`src/rtl/core_pkg.sv`:
```
// rtl/core_pkg.sv - shared pipeline-control types and constants
// Purpose: types and constants shared by the hazard unit and the pipeline
//   registers.
// Contents: hu_state_t (hazard unit FSM state), REG_X0 (hard-wired zero
//   register index), NOP_CTRL (all-zero ID/EX control word used for bubbles
//   and flushes).
package core_pkg;

  typedef enum logic {
    RUN   = 1'b0,
    FLUSH = 1'b1
  } hu_state_t;

  localparam logic [4:0] REG_X0 = 5'd0;

  // Width of the ID/EX control bundle; a bubble or flush loads NOP_CTRL.
  localparam int CTRL_W = 8;
  localparam logic [CTRL_W-1:0] NOP_CTRL = '0;

endpackage

```
`src/rtl/hu_dep_cmp.sv`:
```
// rtl/hu_dep_cmp.sv - load-use dependency compare
// Purpose: flags a load in ID/EX whose destination is read by the
//   instruction in IF/ID.
// Ports:
//   ifid_rs1, ifid_rs2  in   source register fields of the IF/ID instruction
//   ifid_uses_rs2       in   IF/ID instruction actually reads rs2
//   idex_memread        in   ID/EX instruction is a load
//   idex_rd             in   ID/EX destination register
//   lu                  out  load-use hazard detected
module hu_dep_cmp
  import core_pkg::*;
(
  input  logic [4:0] ifid_rs1,
  input  logic [4:0] ifid_rs2,
  input  logic       ifid_uses_rs2,
  input  logic       idex_memread,
  input  logic [4:0] idex_rd,
  output logic       lu
);

  logic rs1_hit;
  logic rs2_hit;

  assign rs1_hit = (idex_rd == ifid_rs1);
  // I-type instructions carry immediate bits in the rs2 slot; ignore them.
  assign rs2_hit = ifid_uses_rs2 & (idex_rd == ifid_rs2);

  // x0 is never actually written, so a load to x0 cannot create a dependency.
  assign lu = idex_memread & (idex_rd != REG_X0) & (rs1_hit | rs2_hit);

endmodule

```
`src/rtl/hazard_unit.sv`:
```
// rtl/hazard_unit.sv - load-use stall and taken-branch flush control
// Purpose: stalls the front end for one cycle on a load-use hazard and
//   flushes IF/ID, ID/EX and EX/MEM for FLUSH_CYCLES cycles on a taken
//   branch; counts both events.
// Ports:
//   clk, reset                      clock, async active-high reset
//   ifid_rs1/rs2, ifid_uses_rs2     IF/ID source fields
//   idex_memread, idex_rd           ID/EX load info
//   exmem_branch                    taken branch resolved this cycle
//   pc_write, ifid_write            0 = hold PC / IF/ID
//   idex_bubble                     ID/EX captures NOP_CTRL
//   ifid_flush, idex_flush,
//   exmem_flush                     stage registers capture NOP
//   stall_count, flush_count        event counters (wrap)
module hazard_unit
  import core_pkg::*;
#(
  parameter int FLUSH_CYCLES = 2,
  parameter int CNT_W        = 32
) (
  input  logic             clk,
  input  logic             reset,
  input  logic [4:0]       ifid_rs1,
  input  logic [4:0]       ifid_rs2,
  input  logic             ifid_uses_rs2,
  input  logic             idex_memread,
  input  logic [4:0]       idex_rd,
  input  logic             exmem_branch,
  output logic             pc_write,
  output logic             ifid_write,
  output logic             idex_bubble,
  output logic             ifid_flush,
  output logic             idex_flush,
  output logic             exmem_flush,
  output logic [CNT_W-1:0] stall_count,
  output logic [CNT_W-1:0] flush_count
);

  localparam int FW = $clog2(FLUSH_CYCLES + 1);
  // The branch cycle itself is the first flush cycle, so FLUSH covers the rest.
  localparam logic [FW-1:0] FCNT_LOAD = FW'(FLUSH_CYCLES - 1);

  hu_state_t      state_q, state_d;
  logic [FW-1:0]  fcnt_q, fcnt_d;
  logic           lu;
  logic           inc_stall;
  logic           inc_flush;

  hu_dep_cmp u_dep_cmp (
    .ifid_rs1      (ifid_rs1),
    .ifid_rs2      (ifid_rs2),
    .ifid_uses_rs2 (ifid_uses_rs2),
    .idex_memread  (idex_memread),
    .idex_rd       (idex_rd),
    .lu            (lu)
  );

  always_ff @(posedge clk or posedge reset) begin
    if (reset) begin
      state_q     <= RUN;
      fcnt_q      <= '0;
      stall_count <= '0;
      flush_count <= '0;
    end else begin
      state_q <= state_d;
      fcnt_q  <= fcnt_d;
      if (inc_stall) stall_count <= stall_count + CNT_W'(1);
      if (inc_flush) flush_count <= flush_count + CNT_W'(1);
    end
  end

  always_comb begin
    state_d     = state_q;
    fcnt_d      = fcnt_q;
    inc_stall   = 1'b0;
    inc_flush   = 1'b0;
    pc_write    = 1'b1;
    ifid_write  = 1'b1;
    idex_bubble = 1'b0;
    ifid_flush  = 1'b0;
    idex_flush  = 1'b0;
    exmem_flush = 1'b0;

    case (state_q)
      RUN: begin
        if (exmem_branch) begin
          // Branch wins: the hazarding instruction is being flushed anyway.
          ifid_flush  = 1'b1;
          idex_flush  = 1'b1;
          exmem_flush = 1'b1;
          inc_flush   = 1'b1;
          if (FLUSH_CYCLES > 1) begin
            state_d = FLUSH;
            fcnt_d  = FCNT_LOAD;
          end
        end else if (lu) begin
          // Single-cycle stall: the bubble drops idex_memread next cycle.
          pc_write    = 1'b0;
          ifid_write  = 1'b0;
          idex_bubble = 1'b1;
          inc_stall   = 1'b1;
        end
      end
      FLUSH: begin
        ifid_flush  = 1'b1;
        idex_flush  = 1'b1;
        exmem_flush = 1'b1;
        if (exmem_branch) begin
          fcnt_d    = FCNT_LOAD;
          inc_flush = 1'b1;
        end else begin
          fcnt_d = fcnt_q - FW'(1);
          if (fcnt_q == FW'(1)) state_d = RUN;
        end
      end
      default: state_d = RUN;
    endcase

    // Reset is asynchronous, so the outputs must drop to idle immediately,
    // not just once the state register clears.
    if (reset) begin
      pc_write    = 1'b1;
      ifid_write  = 1'b1;
      idex_bubble = 1'b0;
      ifid_flush  = 1'b0;
      idex_flush  = 1'b0;
      exmem_flush = 1'b0;
      inc_stall   = 1'b0;
      inc_flush   = 1'b0;
    end
  end

endmodule

```
`config.mk`:
```
export PLATFORM = sky130hd
export DESIGN_NAME = hazard_unit
export DESIGN_NICKNAME = d
export VERILOG_FILES = /design/src/rtl/core_pkg.sv /design/src/rtl/hu_dep_cmp.sv /design/src/rtl/hazard_unit.sv
export SDC_FILE = /design/constraint.sdc
export NUM_CORES = 1
export LEC_CHECK = 0
export CAP_MARGIN = 20
export CORE_MARGIN = 1.5
export CORE_UTILIZATION = 45
export CTS_CLUSTER_DIAMETER = 80
export CTS_CLUSTER_SIZE = 40
export DETAILED_ROUTE_END_ITERATION = 6
export PLACE_DENSITY_LB_ADDON = 0.1
export SYNTH_ARGS = -nofsm -noshare
export SYNTH_HDL_FRONTEND = slang
export SYNTH_SLANG_ARGS = --single-unit
```
`constraint.sdc`:
```
create_clock -name clk -period 2.3 [get_ports clk]
set_input_delay 0.345 -clock clk [delete_from_list [all_inputs] [get_ports clk]]
set_output_delay 0.345 -clock clk [all_outputs]
set_load 0.1 [all_outputs]
```
==> results.sh <==
export IMPL_grt_pass1_wl_um=11900
export IMPL_grt_start_max_net_pins=40
export IMPL_multi_input_area_mm2=0.00162
export IMPL_num_antenna_cells=0
export IMPL_relSlewSlack_pct=66.2
export IMPL_vias_per_cell=5.01
export IMPL_initial_core_util_pct=46.4
export IMPL_core_area_mm2=0.00725
export IMPL_die_y_um=89.5
export IMPL_whs_ps=465
export IMPL_synth_cell_area_mm2=0.00337
export IMPL_regToRegSetupSlack_ps=420
export IMPL_drc_errors=0
export IMPL_synthCells=308
export IMPL_final_util_pct=63.8
export IMPL_yosys_warnings=0
export IMPL_hpwl_um=5280
export IMPL_fin_skew_ps=8.33
export IMPL_p_leak_nw=2.14
export IMPL_async_flop_share_pct=100
export IMPL_synth_enable_flop_cells=0
export IMPL_cts_tree="done"
export IMPL_final_common_cell="buf_4"
export IMPL_cts_buffer_depth=2
export IMPL_drv_cap=0
export IMPL_num_vias=2632
export IMPL_power_density_mw_per_mm2=661
export IMPL_dr_pass1_iters=4
export IMPL_path_class="input pin to output pin"
export IMPL_place_congestion=0.784
export IMPL_hold_path_class="flip-flop to flip-flop"
export IMPL_row_count=31
export IMPL_tightest_slew_ps=507
export IMPL_finalSetupViolCount=0
export IMPL_overflow=0
export IMPL_clk_latency_ps=340
export IMPL_yosys_most_used_dff="dfrtp_1"
export IMPL_vdd_drop_max_mv=0.870
export IMPL_cts_made_buffers=9
export IMPL_port_buffers=89
export IMPL_timing_critical_path_from_type="input pin"
export IMPL_fin_crit_ps=2190
export IMPL_drive_above_1_share_pct=34.5
export IMPL_setup_tns_ps=0
export IMPL_gr_usage_all_layers_pct=19.5
export IMPL_area_growth_pct=37.5
export IMPL_cts_hold_buf=0
export IMPL_synth_seq_cells=67
export IMPL_rsz0062_at_grt="no"
export IMPL_clock_root_buffer="clkbuf_8"
export IMPL_status="complete, no violations"
export IMPL_die_width_um=89.5
export IMPL_cts_max_level=3
export IMPL_worstSetupEndpointType="output pin"
export IMPL_syn_area_per_cell_um2=10.9
export IMPL_ant_nets=0
export IMPL_drtIter0Drc=88
export IMPL_max_freq_mhz=457
export IMPL_wl_per_cell_um=13.6
export IMPL_regArea_mm2=0.00170
export IMPL_synth_nets=331
export IMPL_path_max_fanout=3
export IMPL_slew_viol_final=0
export IMPL_path_clk_slew_ps=70
export IMPL_crit_arrival_ps=1840
export IMPL_seq_area_frac_synth_pct=49.8
export IMPL_fin_crit_sh_pct=95.1
export IMPL_die_area_mm2=0.00801
export IMPL_antenna_found_initial=0
export IMPL_p_total_mw=3.06
export IMPL_num_io_pins=90
export IMPL_crit_required_ps=1960
export IMPL_num_fill_cells=596
export IMPL_grt_pass1_vias=2494
export IMPL_final_cell_mix="buf_4 (85), xnor2_1 (52), dfrtp_1 (50)"
export IMPL_ys_types=40
export IMPL_final_nets=444
export IMPL_routed_wl_um=7130
export IMPL_finalHoldViolations=0
export IMPL_cts_num_sinks=67
export IMPL_stdcell_count=525
export IMPL_dp_cells=509
[kinds of logic after synthesis]
logic type	share of synthesized area, %
multiplexers	1.08
flip-flops	49.8
XOR/XNOR	19.0
AO/OA/AOI/OAI	0.669
AND/OR/NAND/NOR	25.4
buffers and inverters	2.90
adder cells (fa/ha/maj)	1.12
[routing by layer]
layer  GRT usage (%)  wire length (µm)  up-vias  share of wire, %
met5               0                 0        -                 0
met4            7.41               100        0               1.4
met3            5.08               323       10               4.5
met2            28.0              3230       70                45
met1            28.1              3470     1263                49
li1                -                 -     1289                 -
[flip-flops by register name, indices dropped and copies added, names as in the netlist]
name         count
state_q          1
flush_count     32
fcnt_q           2
stall_count     32
[worst paths after layout]
path / to / from / cells after the start
max: ifid_write / idex_rd[4] / 7
min: flush_count[31]$_DFFE_PP0P_ / flush_count[31]$_DFFE_PP0P_ / 1
max reg2reg: stall_count[31]$_DFFE_PP0P_ / state_q$_DFF_PP0_ / 6
min reg2reg: flush_count[31]$_DFFE_PP0P_ / flush_count[31]$_DFFE_PP0P_ / 1
max in group asynchronous: flush_count[11]$_DFFE_PP0P_ / reset / 4
min in group asynchronous: stall_count[8]$_DFFE_PP0P_ / reset / 4
[Yosys cell counts, types with 2 or more instances]
library cell  number  area share, %
and3_1            11            2.0
and4_1             4            1.0
buf_2              3           0.45
buf_4              4           0.89
dfrtp_1           67             50
ha_1               3            1.1
inv_1             10            1.1
nand2_1           20            2.2
nand2b_1           2           0.37
nand3_1           20            3.0
nand4_1           28            5.2
nor2_1            25            2.8
nor2b_1            2           0.37
nor3_1             5           0.74
nor4_1             2           0.37
nor4_2             2           0.74
nor4b_2            5            2.2
or2_2              2           0.37
xnor2_1           54             14
xor2_1            19            4.9
[stage by stage]
stage               worst slack [ps]  instance area [µm²]
floorplan                       -257                 3390
global placement                -118                 4420
detailed placement              -155                 4420
CTS                             20.1                 4610
global route                    19.2                 4630
finish                           113                 4630
[where the power goes]
| group | internal [mW] | total [mW] | switching, mW |
|---|---|---|---|
| registers | 1.25 | 1.34 | 0.0904 |
| logic | 0.214 | 0.770 | 0.556 |
| clock network | 0.531 | 0.953 | 0.422 |
| total | 1.99 | 3.06 | 1.07 |
[cell type report]
cell class              count  area share [%]
flip-flops and latches     67            36.7
multi-input cells         222            35.0
repair buffers            111            20.7
clock buffers              14            3.30
well taps                  99            2.68
inverters                  10           0.892
clock inverters             2           0.757
[critical path: stages]
cell             delay, ps
clkdlybuf4s50_1        530
xnor2_1                130
nand3_1                100
o22ai_2                170
and3_4                 240
clkinvlp_4             130
buf_12                 190
[repair_timing]
action,4_1_cts,5_1_grt
cloned,0,0
resized for setup,5,4
setup buffers,0,0
pin swaps,1,2
setup endpoints to repair,3,3
Power figures use the tool's default switching activity.
